### src/rtl/gpio_pkg.sv
// rtl/gpio_pkg.sv - gpio_in register map and CPU memory-map base
package gpio_pkg;

  localparam logic [31:0] GPIO_IN_BASE = 32'h4000_1000;

  localparam logic [1:0] ADDR_VALUE = 2'd0;
  localparam logic [1:0] ADDR_RISE  = 2'd1;
  localparam logic [1:0] ADDR_FALL  = 2'd2;
  localparam logic [1:0] ADDR_MASK  = 2'd3;

endpackage

### src/rtl/gpio_sync.sv
// rtl/gpio_sync.sv - per-bit 2-flop synchronizer for asynchronous pins
module gpio_sync #(
  parameter int WIDTH = 32
) (
  input  logic             clk,
  input  logic             reset,
  input  logic [WIDTH-1:0] d,
  output logic [WIDTH-1:0] q
);

  logic [WIDTH-1:0] meta_q;

  always_ff @(posedge clk or negedge reset) begin
    if (!reset) begin
      meta_q <= '0;
      q      <= '0;
    end else begin
      meta_q <= d;
      q      <= meta_q;
    end
  end

endmodule

### src/rtl/gpio_in.sv
// rtl/gpio_in.sv - GPIO input block: sync, VALUE, W1C RISE/FALL, MASK, irq
// Optional debounce filter enabled by macro GPIO_IN_DEBOUNCE_EN.
module gpio_in
  import gpio_pkg::*;
#(
  parameter int WIDTH         = 32,
  parameter int DEBOUNCE_LOG2 = 4
) (
  input  logic             clk,
  input  logic             reset,
  input  logic [WIDTH-1:0] pins,
  input  logic [1:0]       addr,
  input  logic             re,
  input  logic             we,
  input  logic [WIDTH-1:0] wdata,
  output logic [WIDTH-1:0] rdata,
  output logic             irq
);

  logic [WIDTH-1:0] sync_q;
  logic [WIDTH-1:0] value_q;
  logic [WIDTH-1:0] value_nxt;
  logic [WIDTH-1:0] rise_q;
  logic [WIDTH-1:0] fall_q;
  logic [WIDTH-1:0] mask_q;
  logic [WIDTH-1:0] rise_clr;
  logic [WIDTH-1:0] fall_clr;

  gpio_sync #(.WIDTH(WIDTH)) u_sync (
    .clk   (clk),
    .reset (reset),
    .d     (pins),
    .q     (sync_q)
  );

`ifdef GPIO_IN_DEBOUNCE_EN
  logic [DEBOUNCE_LOG2-1:0] tick_cnt;
  logic [WIDTH-1:0]         samp_q;
  logic                     tick;
  logic [WIDTH-1:0]         agree;

  assign tick  = &tick_cnt;
  assign agree = ~(sync_q ^ samp_q);

  always_ff @(posedge clk or negedge reset) begin
    if (!reset) begin
      tick_cnt <= '0;
      samp_q   <= '0;
    end else begin
      tick_cnt <= tick_cnt + 1'b1;
      if (tick) samp_q <= sync_q;
    end
  end

  // A bit moves only when this sample matches the previous one.
  always_comb begin
    value_nxt = value_q;
    if (tick) value_nxt = (agree & sync_q) | (~agree & value_q);
  end
`else
  assign value_nxt = sync_q;
`endif

  always_comb begin
    rise_clr = '0;
    fall_clr = '0;
    if (we && addr == ADDR_RISE) rise_clr = wdata;
    if (we && addr == ADDR_FALL) fall_clr = wdata;
  end

  always_ff @(posedge clk or negedge reset) begin
    if (!reset) begin
      value_q <= '0;
      rise_q  <= '0;
      fall_q  <= '0;
      mask_q  <= '0;
      irq     <= 1'b0;
      rdata   <= '0;
    end else begin
      value_q <= value_nxt;
      // New edges are OR-ed in after the clear so a coincident event survives.
      rise_q  <= (rise_q & ~rise_clr) | (value_nxt & ~value_q);
      fall_q  <= (fall_q & ~fall_clr) | (~value_nxt & value_q);
      if (we && addr == ADDR_MASK) mask_q <= wdata;
      irq <= |((rise_q | fall_q) & mask_q);
      if (re) begin
        unique case (addr)
          ADDR_VALUE: rdata <= value_q;
          ADDR_RISE:  rdata <= rise_q;
          ADDR_FALL:  rdata <= fall_q;
          ADDR_MASK:  rdata <= mask_q;
        endcase
      end
    end
  end

endmodule

### config.mk
export PLATFORM = sky130hd
export DESIGN_NAME = gpio_in
export DESIGN_NICKNAME = d
export VERILOG_FILES = /design/src/rtl/gpio_pkg.sv /design/src/rtl/gpio_sync.sv /design/src/rtl/gpio_in.sv
export SDC_FILE = /design/constraint.sdc
export NUM_CORES = 1
export LEC_CHECK = 0
export ABC_CLOCK_PERIOD_IN_PS = 1330
export CAP_MARGIN = 25
export CELL_PAD_IN_SITES_DETAIL_PLACEMENT = 1
export CELL_PAD_IN_SITES_GLOBAL_PLACEMENT = 2
export CORE_AREA = 2 2 160 162
export DETAILED_ROUTE_END_ITERATION = 10
export DIE_AREA = 0 0 162 164
export MAX_ROUTING_LAYER = met4
export PLACE_DENSITY = 0.82
export SETUP_SLACK_MARGIN = 0.1
export SLEW_MARGIN = 0
export SYNTH_ARGS = -nofsm -noshare
export SYNTH_HDL_FRONTEND = slang
export SYNTH_SLANG_ARGS = --single-unit
### constraint.sdc
create_clock -name clk -period 1.33 [get_ports clk]
set_clock_uncertainty 0.1 [all_clocks]
set_input_delay 0.1995 -clock clk [delete_from_list [all_inputs] [get_ports clk]]
set_output_delay 0.1995 -clock clk [all_outputs]
set_load 0.02 [all_outputs]
After elaboration in Yosys (flattened, before gate mapping)
Cells that the tools add are included.
{"block": "classes", "n_div": 0, "magnitude_cmp": 0, "bitwise_logic": 12, "muxes": 3, "mul": 0, "n_addsub": 0, "n_eq_ne": 3, "n_reduce_logical": 5, "n_shift": 0}
{"operator": "bitwise AND 32 bit", "count": 5}
{"operator": "inverter 32 bit", "count": 4}
{"operator": "case mux 32 bit (4 select lines)", "count": 1}
{"operator": "bitwise OR 32 bit", "count": 3}
{"operator": "2-to-1 mux 32 bit", "count": 2}
{"operator": "OR reduction 32 bit", "count": 1}
{"operator": "equality test 2 bit, second input constant", "count": 2}
{"operator": "logical AND 1 bit", "count": 3}
{"operator": "equality test 2 x 1 -> 1 bit, second input constant", "count": 1}
{"operator": "zero test 2 bit", "count": 1}
{"block": "word_totals", "ram_bits": 0, "regBits": 225, "mem_bits_ro": 0, "output_inout_bits": 33, "elab_cells": 31, "mem_count": 0, "latch_bits": 0, "inputBits": 70}

Depth between registers and ports, before layout
{"block": "logic_depth", "depth_word": 6, "mapped_depth": 7, "mapped_depth_nobuf": 4}

Modules after synthesis
From an unflattened synthesis, not the netlist that was laid out.
{"block": "hier_totals", "hier_cells": 582, "area_unflattened_um2": 8529.4}
{"mod": "gpio_in", "cells_per_inst": 518, "n_inst": 1, "seq_area_each_um2": 4028.9, "area_each_um2": 6927.9}
{"mod": "gpio_sync", "cells_per_inst": 64, "n_inst": 1, "seq_area_each_um2": 1601.5, "area_each_um2": 1601.5}

Worst setup path before layout
OpenSTA, ideal clock, no wires.
{"block": "synth_path", "kind": "input -> register", "start": "input addr[0]", "end": "register rdata[17]", "path_buffers": 2, "arrival_ns": 1.210, "path_stages": 4, "slack_ns": -0.105, "setup_ns": 0.125, "required_ns": 1.105, "path_cell_list": "buf_6 > buf_12 > mux4_2 > mux2_4"}
{"block": "synth_via", "elab_chain_cells": 2, "word_cells_on_any_way": 5, "classes_between": "eq/ne: 3; mux: 1; reduce/logical: 1"}
{"element": "start: declaration", "line_no": "gpio_in.sv:12", "text": "input logic [1:0] addr,"}
{"element": "equality test 2 bit (tied with other cells)", "line_no": "gpio_in.sv:87", "text": "unique case (addr)"}
{"element": "case mux 32 bit (4 select lines) *", "line_no": "gpio_in.sv:87"}
{"element": "end signal: assignment", "line_no": "gpio_in.sv:88", "text": "ADDR_VALUE: rdata <= value_q;"}
{"element": "end signal: assignment", "line_no": "gpio_in.sv:89", "text": "ADDR_RISE: rdata <= rise_q;"}
{"element": "end signal: assignment", "line_no": "gpio_in.sv:90", "text": "ADDR_FALL: rdata <= fall_q;"}
{"element": "end: declaration", "line_no": "gpio_in.sv:16", "text": "output logic [WIDTH-1:0] rdata,"}
Every way passes the cells marked *; elsewhere a longest branch is shown, timed or not.
A chain may end at the register's enable or synchronous reset.

Worst setup path after layout
{"block": "layout_path", "start": "register fall_q[7]", "end": "register irq"}
{"block": "layout_via", "elab_chain_cells": 3}
{"element": "start: declaration", "line_no": "gpio_in.sv:24", "text": "logic [WIDTH-1:0] fall_q;"}
{"element": "start signal: assignment", "line_no": "gpio_in.sv:83", "text": "fall_q <= (fall_q & ~fall_clr) | (~value_nxt & value_q);"}
{"element": "bitwise OR 32 bit", "line_no": "gpio_in.sv:85", "text": "irq <= |((rise_q | fall_q) & mask_q);"}
{"element": "bitwise AND 32 bit", "line_no": "gpio_in.sv:85"}
{"element": "OR reduction 32 bit", "line_no": "gpio_in.sv:85"}
{"element": "end signal: assignment", "line_no": "gpio_in.sv:85"}
{"element": "end: declaration", "line_no": "gpio_in.sv:17", "text": "output logic irq"}
Every way passes these cells.

==> flow_summary.ini <==
[routing]
wl_per_cell_um = 19.4
viasPerCell = 4.89
vias = 5583
routed_wl_mm = 22.1
drc = 0
drt-pass1-iter-count = 4
antenna_left = 0
drt_iter0_drc = 251

[outcome]
violations = hold timing, setup timing
status = finished, violations left

[critical_path]
max_stage_delay_ns = 0.39
cp-end-kind = flip-flop
cp.arrival_ns = 1.78
worstSetupPathType = reg -> reg
crit_chain = o21ai_0 > nand4_1 > nor4_2 > nand2_1
crit_slowest_cell = dfrtp_1
path_max_fanout = 3
startpoint_type = flip-flop
crit_buf_inv = 0
cp_top_family = simple AND/OR/NAND/NOR gates
critPathRequiredTime_ns = 1.63

[final_layout]
syn2layout_area_growth_pct = 36.7
final_common_cell = dfrtp_1
layout_common_cells = dfrtp_1 (225), nand2_1 (97), buf_4 (86), clkdlybuf4s50_1 (65), o21ai_0 (56)
seq_area_um2 = 5630
drive_above_1_share_pct = 34.3
multi_input_area_um2 = 2640
diodes = 0
fillCellCount = 2510
nNetsFinal = 864

[floorplanning]
die_area_um2 = 26600
core_um2 = 24800
row_count = 58
io_pins = 103
initial_core_util_pct = 34.4
fp.dieW_um = 162
die_y_um = 164

[sta]
finalCriticalPeriod_ns = 1.48
post-route-period-util_pct = 111
max_freq_mhz = 676
hold_ws_ns = -0.00370
setup_ws_ns = -0.149
finalMaxSlewViolations = 0
relSlewSlack_pct = 78.9
hold_viol_final = 13
setup_viol = 65
rsz0062_at_grt = yes
tns_ns = -1.75
tightest_slew_ns = 0.317

[global_routing]
grt_pass1_wl_mm = 35.1
grt_pass1_vias = 6355
gr-usage-all-layers_pct = 17.6
grt_max_degree = 61
antenna_found_initial = 0
grt_overflow_total = 0

[synthesis]
yosys.area_share.simple_pct = 5.32
netlist_area_um2 = 8530
synth.distinct_cells = 18
ys_warn_count = 0
synth_compound_area_share_pct = 7.04
syn_avg_cell_area_um2 = 14.7
synthAdderAreaFrac_pct = 0
muxShareOfSynthArea_pct = 18.3
synth.yosys.seq_area_share_pct = 66.0
mappedNetlistNets = 652
synth-xor-area-share_pct = 0
synthCells = 582
synth_top_family_by_area = multiplexers
ys_seq_elements = 225

[clock_network]
cts_buffers = 24
clock-sinks = 225
clkLatencyLatePin_ns = 0.51
cts_tree = yes
h-tree-depth = 1
cts_root_buffer = clkbuf_16
clockBufferDepth = 3
clkTransAtPathRegs_ns = 0.06

[placement]
numPortBuffers = 102
dpl.hpwl_mm = 14.9
gp_congestion = 0.764

[power]
peakVddDrop_uv = 920
powerDensity_nw_per_um2 = 1520
p_leak_nw = 5.18

[job]
maxCapViolations = 0

[min_path]
hold_path.class = in -> async
## layout make-up
class,instances,share of cell area [%]
inverters,32,1.03
flip-flops and latches,225,48.3
repair buffers,209,17.8
multi-input cells,302,22.6
clock inverters,6,0.472
well taps,330,3.54
clock buffers,37,6.27
## state kept, by name, summed over array words and instances, names as in the netlist
signal	count
irq	1
value_q	32
mask_q	32
rise_q	32
u_sync.meta_q	32
u_sync.q	32
fall_q	32
rdata	32
## synth_stat cells, drive strengths merged
library cell  count  share of area, %
nand4             8              0.59
nand3             1              0.12
inv              32               1.4
dfrtp           225                66
nor4              2              0.15
clkbuf            3              0.13
mux2             64               9.7
nand2            97               4.3
o21ai            64               3.8
buf              20               1.8
a22o             32               3.3
and3b             2              0.21
mux4             32               8.6
## repair_timing
action,in CTS,in global routing
endpoints found under the setup margin,66,79
endpoints found under the hold margin,227,0
gates resized for setup,215,3
hold buffers,4,0
buffers inserted,34,22
pin swaps,1,0
## worst paths after layout
check	depth (start not counted)	start	slack, ns	to
max	4	fall_q[7]$_DFF_PN0_	-0.15	irq$_DFF_PN0_
min	2	reset	-0.004	value_q[23]$_DFF_PN0_
max reg2reg	4	fall_q[7]$_DFF_PN0_	-0.15	irq$_DFF_PN0_
min reg2reg	0	u_sync.meta_q[1]$_DFF_PN0_	0.25	u_sync.q[1]$_DFF_PN0_
max in group asynchronous	3	reset	0.58	u_sync.q[20]$_DFF_PN0_
min in group clk	1	pins[24]	0.02	u_sync.meta_q[24]$_DFF_PN0_
## cell families after synthesis
kind of cell | count (synthesis)
multiplexers | 96
buffers and inverters | 55
flip-flops | 225
AND/OR/NAND/NOR | 110
AO/OA/AOI/OAI | 96
## through the flow
step           utilization [%]  total power, mW  std cells  setup WS [ns]  area (um^2)
2_1_floorplan                -             9.33        582        -0.0754         8600
4_1_cts                   46.3             17.8       1120         -0.173        11500
3_5_place_dp              41.7             10.8       1039         -0.351        10400
3_3_place_gp              41.7             10.6       1039         -0.359        10400
5_1_grt                   47.0             18.5       1141         -0.251        11700
6_report                  47.0             17.8       1141         -0.149        11700
## report_power, final
group / switching (mW) / total, mW / internal [mW]
combinational: 1.21 / 3.06 / 1.84
sequential: 0.546 / 8.10 / 7.56
clock: 2.64 / 6.59 / 3.95
## metal layers
metal | global-route usage [%] | up-vias | share of wire (%)
li1 | - | 2461 | -
met1 | 21.2 | 2968 | 41
met2 | 30.5 | 120 | 53
met3 | 2.60 | 34 | 3.8
met4 | 5.83 | 0 | 2.9
met5 | - | - | 0
No activity file was read; power rests on OpenSTA's default activity.
